$ cat config.mk
export PLATFORM = sky130hd
export DESIGN_NAME = pipeline_hazard_ctrl
export DESIGN_NICKNAME = d
export VERILOG_FILES = /design/src/rtl/pipeline_hazard_ctrl.sv
export SDC_FILE = /design/constraint.sdc
export NUM_CORES = 1
export LEC_CHECK = 0
export ABC_AREA = 1
export CAP_MARGIN = 20
export CORE_MARGIN = 3
export CORE_UTILIZATION = 47
export CTS_CLUSTER_DIAMETER = 40
export CTS_CLUSTER_SIZE = 8
export DETAILED_ROUTE_END_ITERATION = 8
export GPL_TIMING_DRIVEN = 0
export PLACE_DENSITY = 0.88
export SYNTH_ARGS = -nofsm -noshare
export SYNTH_HDL_FRONTEND = slang
export SYNTH_SLANG_ARGS = --single-unit
export TNS_END_PERCENT = 20
$ cat constraint.sdc
create_clock -name clk -period 3.38 [get_ports clk]
set_clock_uncertainty 0.05 [all_clocks]
set_input_delay 0.676 -clock clk [delete_from_list [all_inputs] [get_ports clk]]
set_output_delay 0.676 -clock clk [all_outputs]
set_load 0.02 [all_outputs]
$ cat src/rtl/pipeline_hazard_ctrl.sv
// pipeline_hazard_ctrl: stall/flush sequencer for the 5-stage pipeline (load-use, branch, exception, memory wait).
// Optional memory-wait support is enabled by defining PIPE_CTRL_MEM_WAIT_EN.
`default_nettype none

module pipeline_hazard_ctrl #(
    parameter int MEM_TIMEOUT = 16,
    parameter int CNT_W       = 16
) (
    input  logic             clk,
    input  logic             reset,
    input  logic [4:0]       id_rs,
    input  logic [4:0]       id_rt,
    input  logic             id_uses_rt,
    input  logic             ex_memread,
    input  logic [4:0]       ex_addrc,
    input  logic             branch_taken,
    input  logic             exc_req,
    input  logic             mem_req,
    input  logic             mem_ready,
    output logic             pc_we,
    output logic             ifid_we,
    output logic             idex_we,
    output logic             exmem_we,
    output logic             ifid_flush,
    output logic             idex_flush,
    output logic             exmem_flush,
    output logic             exc_ack,
    output logic             mem_timeout,
    output logic [1:0]       ctrl_state,
    output logic [CNT_W-1:0] stall_cnt
);

    typedef enum logic [1:0] {
        RUN      = 2'd0,
        LDUSE    = 2'd1,
        MEMWAIT  = 2'd2,
        EXCFLUSH = 2'd3
    } state_t;

    localparam logic [7:0] TMO_LAST = 8'(MEM_TIMEOUT - 1);

    state_t     state, next_state;
    logic       load_use;
    logic       mem_rdy_eff;
    logic [7:0] wait_cnt;

    assign load_use = ex_memread && (ex_addrc != 5'd0) &&
                      ((ex_addrc == id_rs) || (id_uses_rt && (ex_addrc == id_rt)));

`ifdef PIPE_CTRL_MEM_WAIT_EN
    assign mem_rdy_eff = mem_ready;

    // Held at zero outside MEMWAIT so the first wait cycle always starts from 0.
    always_ff @(posedge clk or negedge reset) begin
        if (!reset)
            wait_cnt <= 8'd0;
        else if (state != MEMWAIT)
            wait_cnt <= 8'd0;
        else
            wait_cnt <= wait_cnt + 8'd1;
    end
`else
    assign mem_rdy_eff = mem_ready | 1'b1;
    assign wait_cnt    = 8'd0;
`endif

    always_ff @(posedge clk or negedge reset) begin
        if (!reset)
            state <= RUN;
        else
            state <= next_state;
    end

    always_ff @(posedge clk or negedge reset) begin
        if (!reset)
            stall_cnt <= '0;
        else if (!pc_we && (stall_cnt != {CNT_W{1'b1}}))
            stall_cnt <= stall_cnt + 1'b1;
    end

    always_comb begin
        next_state  = state;
        pc_we       = 1'b1;
        ifid_we     = 1'b1;
        idex_we     = 1'b1;
        exmem_we    = 1'b1;
        ifid_flush  = 1'b0;
        idex_flush  = 1'b0;
        exmem_flush = 1'b0;
        exc_ack     = 1'b0;
        mem_timeout = 1'b0;
        case (state)
            RUN: begin
                if (exc_req) begin
                    pc_we       = 1'b0;
                    ifid_flush  = 1'b1;
                    idex_flush  = 1'b1;
                    exmem_flush = 1'b1;
                    next_state  = EXCFLUSH;
                end else if (mem_req && !mem_rdy_eff) begin
                    pc_we      = 1'b0;
                    ifid_we    = 1'b0;
                    idex_we    = 1'b0;
                    exmem_we   = 1'b0;
                    next_state = MEMWAIT;
                end else if (branch_taken) begin
                    ifid_flush = 1'b1;
                    idex_flush = 1'b1;
                end else if (load_use) begin
                    pc_we      = 1'b0;
                    ifid_we    = 1'b0;
                    idex_flush = 1'b1;
                    next_state = LDUSE;
                end
            end
            LDUSE: begin
                next_state = RUN;
            end
            MEMWAIT: begin
                // Exceptions are deliberately ignored here; RUN picks them up after release.
                if (mem_rdy_eff) begin
                    next_state = RUN;
                end else if (wait_cnt == TMO_LAST) begin
                    exmem_flush = 1'b1;
                    mem_timeout = 1'b1;
                    next_state  = RUN;
                end else begin
                    pc_we    = 1'b0;
                    ifid_we  = 1'b0;
                    idex_we  = 1'b0;
                    exmem_we = 1'b0;
                end
            end
            EXCFLUSH: begin
                exc_ack     = 1'b1;
                ifid_flush  = 1'b1;
                idex_flush  = 1'b1;
                exmem_flush = 1'b1;
                next_state  = RUN;
            end
            default: next_state = RUN;
        endcase
    end

    assign ctrl_state = state;

endmodule

`default_nettype wire
[Word level (Yosys, flattened, before mapping)]
Cells that the tools add are included.
W data, S select, Z words.
Cells by class
  equality and inequality tests: 8
  add/subtract/negate cells: 1
  muxes and demuxes: 20
  reductions and logical operators: 10
Operators by type and width (count)
  $add A16 B1 Y16 const B: 1
  $ne A16 B16 Y1 const B: 1
  $mux W1: 13
  $eq A5 B5 Y1: 2
  $mux W2: 3
  $ne A3 B3 Y1 const B: 2
  $pmux W1 S2: 3
  $reduce_bool A5 Y1: 1
  $eq A2 B2 Y1 const B: 2
  $logic_and A1 B1 Y1: 4
  $pmux W2 S2: 1
  $reduce_or A3 Y1: 1
  $eq A2 B1 Y1 const B: 1
  $logic_not A2 Y1: 1
  $reduce_and A2 Y1: 1
  $logic_not A1 Y1: 1
  $logic_or A1 B1 Y1: 1
Word-level totals
  input port bits: 23
  register bits after elaboration: 18
  logic and storage cells: 41

[Logic depth before layout (Yosys ltp)]
  word-level depth: 10
  depth in mapped cells: 11
  gate-level depth less buffers: 11

[Worst setup path before layout]
Ideal clock, no wire load.
  path type: input -> output
  start: input port ex_addrc[1]
  end: output port ifid_we
  data arrival time: 1478 ps
  cell stages on the path: 8
  slack: 1176 ps
  path buffers: 0
  cells stage by stage: inv_1 nand2_1 nand2_1 nor2_1 nand3_1 nand2_1 nand4_2 or2_2
On the way
  longest elaborated chain between the ends: 8
RTL lines
  start, declared: RTL line 15  | input logic [4:0] ex_addrc,
  $eq A5 B5 Y1: RTL line 48  | ((ex_addrc == id_rs) || (id_uses_rt && (ex_addrc == id_rt)));
  $logic_and A1 B1 Y1: RTL line 48
  $logic_or A1 B1 Y1: RTL line 48
  $logic_and A1 B1 Y1 *: RTL line 47  | assign load_use = ex_memread && (ex_addrc != 5'd0) &&
  $mux W1 *: RTL line 109  | end else if (load_use) begin
  $mux W1 *: RTL line 106  | end else if (branch_taken) begin
  $mux W1 *: RTL line 94  | if (exc_req) begin
  $mux W1 *
  end, declared: RTL line 21  | output logic ifid_we,
Mark *: on every way between the ends. The rest lies on a longest branch, timed or not.

[Worst setup path after layout]
  start: input port ex_addrc[0]
  end: output port idex_flush
On the way
  longest elaborated chain between the ends: 8
RTL lines
  $eq A5 B5 Y1: RTL line 48
  $logic_and A1 B1 Y1: RTL line 48
  $logic_or A1 B1 Y1: RTL line 48
  $logic_and A1 B1 Y1 *: RTL line 47
  $mux W1 *: RTL line 109
  $mux W1 *: RTL line 106
  $mux W1 *: RTL line 94
  $pmux W1 S2 *: RTL line 92  | case (state)
  end, declared: RTL line 25  | output logic idex_flush,
Marked as above.

==> results.tsv <==
stage	metric	value	unit
timing	period_needed	3160	ps
timing	rsz0062_at_grt	false	
yosys	avgSynthCellArea	6.53	um2
worst_setup_path	cp-startpoint	ex_addrc[0]	
power	power.share.clock	13.9	%
min_path	hold_start	stall_cnt[15]$_DFFE_PN0P_	
timing	max_freq	0.316	GHz
yosys	syn-cell-area	1420	um2
placed_design	dpl_worst_slack	48.5	ps
worst_setup_path	timing.rr.start	stall_cnt[0]$_DFFE_PN0P_	
power	p_sw	412	uW
routing	drc_errors	0	
worst_setup_path	cp_data_arrival_time	2440	ps
final_layout	multiInputGateArea	766	um2
grt	grt_pass1_vias	1355	
placed_design	port_buffers	44	
power	swShare	43.0	%
timing	layout_setup_ws	216	ps
timing	tns	0	ps
yosys	yosysUniqueCellTypes	26	
timing	fin_crit_sh	93.6	%
timing	worst_pin_slew	818	ps
worst_setup_path	cpPeakStageDelay	600	ps
die	fp.dieW	60.9	um
power	power.internal	546	uW
cts	ctsLongestPathBuffers	2	
final_layout	finalNetCount	293	
job	max-cap-violations	0	
timing	setup_viol	0	
timing	final_hold_viol_count	0	
cts	clock_sinks	18	
worst_setup_path	crit_path_frequent_cell	nand2_1	
routing	detail_route.iter0.violations	80	
power	comb_power_share	54.6	%
placed_design	dp.cells	293	
routing	wl_per_cell	11.4	um
cts	clkLatencyLatePin	290	ps
routing	ant_nets	0	
cts	cts_root_buf	clkbuf_4	
worst_setup_path	crit_chain	clkdlybuf4s50_1 > inv_2 > nand2_1 > nand2_1 > nor2_1 > nand3_1 > nand2_1 > nand4_1 > nand2_1 > clkdlybuf4s50_1	
die	initial_core_util	50.5	%
min_path	hp-class	flop to flop	
cts	numCtsBuffers	3	
placed_design	placed_area	1900	um2
routing	detail_route.first_pass.iterations	4	
worst_setup_path	worstSetupStartpointType	primary input	
worst_setup_path	crit_fanout	4	
final_layout	final_util	69.2	%
cts	h-tree-depth	1	
final_layout	num_antenna_cells	0	
worst_setup_path	crit_required	2650	ps
final_layout	regArea	450	um2
cts	cts_tree	done	
die	core	2810	um2
yosys	yosysSeqAreaShare	31.8	%
power	power.density	494	nW/um2
die	dieHeight	60.9	um
routing	vias	1460	
cts	cts_setup_buffers	0	
grt	grt_pass1_wl	5.80	mm
routing	routed_wl	3.37	mm
cts	path_clk_slew	100	ps
final_layout	fin_cells	297	
placed_design	place_congestion	0.793	
grt	grt_use_total	20.5	%
timing	max-slew-margin-rel	45.3	%
worst_setup_path	cp-end-kind	output pin	
die	pin_count	50	
final_layout	final_cell_mix	72 x nand2_1, 42 x clkdlybuf4s50_1, 37 x inv_1, 34 x nand3_1, 18 x dfrtp_1	
grt	antenna_found_initial	0	
final_layout	areaGrowthSynthToFinish	37.0	%
yosys	synthCells	217	
grt	grt_max_degree	19	
power	peakVddDrop	0.511	mV
placed_design	dp_hpwl	2.62	mm
power	p_leak	1.06	nW
timing	drv_slew	0	
final_layout	finish.instance_area	1940	um2
yosys	synth_seq_cells	18	
die	floorplan.die_area	3710	um2
grt	grt-ovfl-total	0	
power	pwr-share-seq	31.6	%
run_status	status	completed	
final_layout	final_common_cell	nand2_1	
final_layout	drive_gt1_share	9.02	%
yosys	ys_warn_count	0	
routing	avgViaCountPerCell	4.92	
worst_setup_path	critPathKind	primary input to output pin	
final_layout	fillers	248	
die	fp-row-count	19	
worst_setup_path	slowest_stage	clkdlybuf4s50_1	
worst_setup_path	cp_top_family	buffers and inverters	
worst_setup_path	cp_num_buf_inv	3	
-- timing repair --
action                                  in CTS  in global routing
endpoints found under the setup margin       0                  2
endpoints found under the hold margin        0                  0
hold buffers                                 0                  0
resized for setup                            0                  2
-- final timing paths --
| kind | slack, ps | endpoint | cells after the start |
|---|---|---|---|
| worst max-delay path | 220 | idex_flush | 10 |
| worst min-delay path | 470 | stall_cnt[15]$_DFFE_PN0P_ | 2 |
| worst max register to register | 1670 | stall_cnt[7]$_DFFE_PN0P_ | 8 |
| min in group asynchronous | 800 | stall_cnt[7]$_DFFE_PN0P_ | 1 |
| worst min register to register | 470 | stall_cnt[15]$_DFFE_PN0P_ | 2 |
| max in group asynchronous | 1980 | stall_cnt[8]$_DFFE_PN0P_ | 1 |
-- state kept, by name, summed over array words and instances, names as in the netlist --
register,count
ctrl_state,2
stall_cnt,16
-- worst register-to-register path: cells and delay by family (launching register included) --
| family | cells | cell delay (ps) |
|---|---|---|
| flops | 1 | 440 |
| simple gates | 6 | 760 |
| buf+inv | 1 | 180 |
| fa+ha+maj | 1 | 240 |
-- Yosys cell counts --
master | n | area [um2]
nor4_1 | 1 | 6.26
buf_2 | 1 | 5.00
nand2_2 | 3 | 18.8
a21oi_1 | 2 | 10.0
buf_4 | 3 | 22.5
nand3_4 | 1 | 17.5
ha_1 | 3 | 37.5
nand4_2 | 2 | 25.0
xor2_1 | 6 | 52.6
o21ai_0 | 3 | 15.0
nand4_1 | 2 | 12.5
inv_1 | 37 | 139
nor3_1 | 3 | 15.0
conb_1 | 2 | 7.51
dfrtp_1 | 18 | 450
inv_2 | 4 | 15.0
nand2_1 | 72 | 270
nand3_1 | 34 | 170
nor3_2 | 1 | 10.0
nor2_1 | 11 | 41.3
nand3_2 | 1 | 10.0
buf_6 | 2 | 22.5
xnor2_1 | 2 | 17.5
nor3b_1 | 1 | 7.51
nor2_4 | 1 | 11.3
or2_2 | 1 | 6.26
-- layout make-up --
cell class,instances,area share (%)
Sequential cell,18,23.2
Multi-Input combinational cell,153,39.5
Buffer,6,2.58
Timing Repair Buffer,44,23.0
Tap cell,31,2.00
Clock buffer,4,1.87
Inverter,41,7.93
-- power groups by stage --
stage	registers (mW)	clock network [mW]	logic [mW]
after floorplan	0.346	0	0.259
after global placement	0.306	0	0.515
after detailed placement	0.307	0	0.523
after CTS	0.303	0.137	0.527
after global routing	0.310	0.145	0.574
final	0.302	0.133	0.523
-- layer usage --
layer	global-route usage, %	vias up	share of wire, %
li1	-	758	-
met1	27.8	664	47
met2	33.1	34	48
met3	4.47	4	3.5
met4	5.57	0	1.2
met5	0	-	0
-- cells by family (layout without fill, tap and decap cells) --
| group | count (synthesis) | count (layout) | synth area share, % |
|---|---|---|---|
| other cells | 2 | 3 | 0.530 |
| fa+ha+maj | 3 | 3 | 2.65 |
| simple gates | 134 | 134 | 43.9 |
| xor+xnor | 8 | 8 | 4.95 |
| compound gates | 5 | 5 | 1.77 |
| flops | 18 | 18 | 31.8 |
| buf+inv | 47 | 95 | 14.4 |
-- metrics by stage --
step / power, mW / hold slack (ps)
finish: 0.958 / 468
global route: 1.03 / 511
CTS: 0.967 / 476
detailed placement: 0.830 / 451
global placement: 0.821 / 430
floorplan: 0.604 / 330
Note: power is estimated with default switching activity, not from simulation.
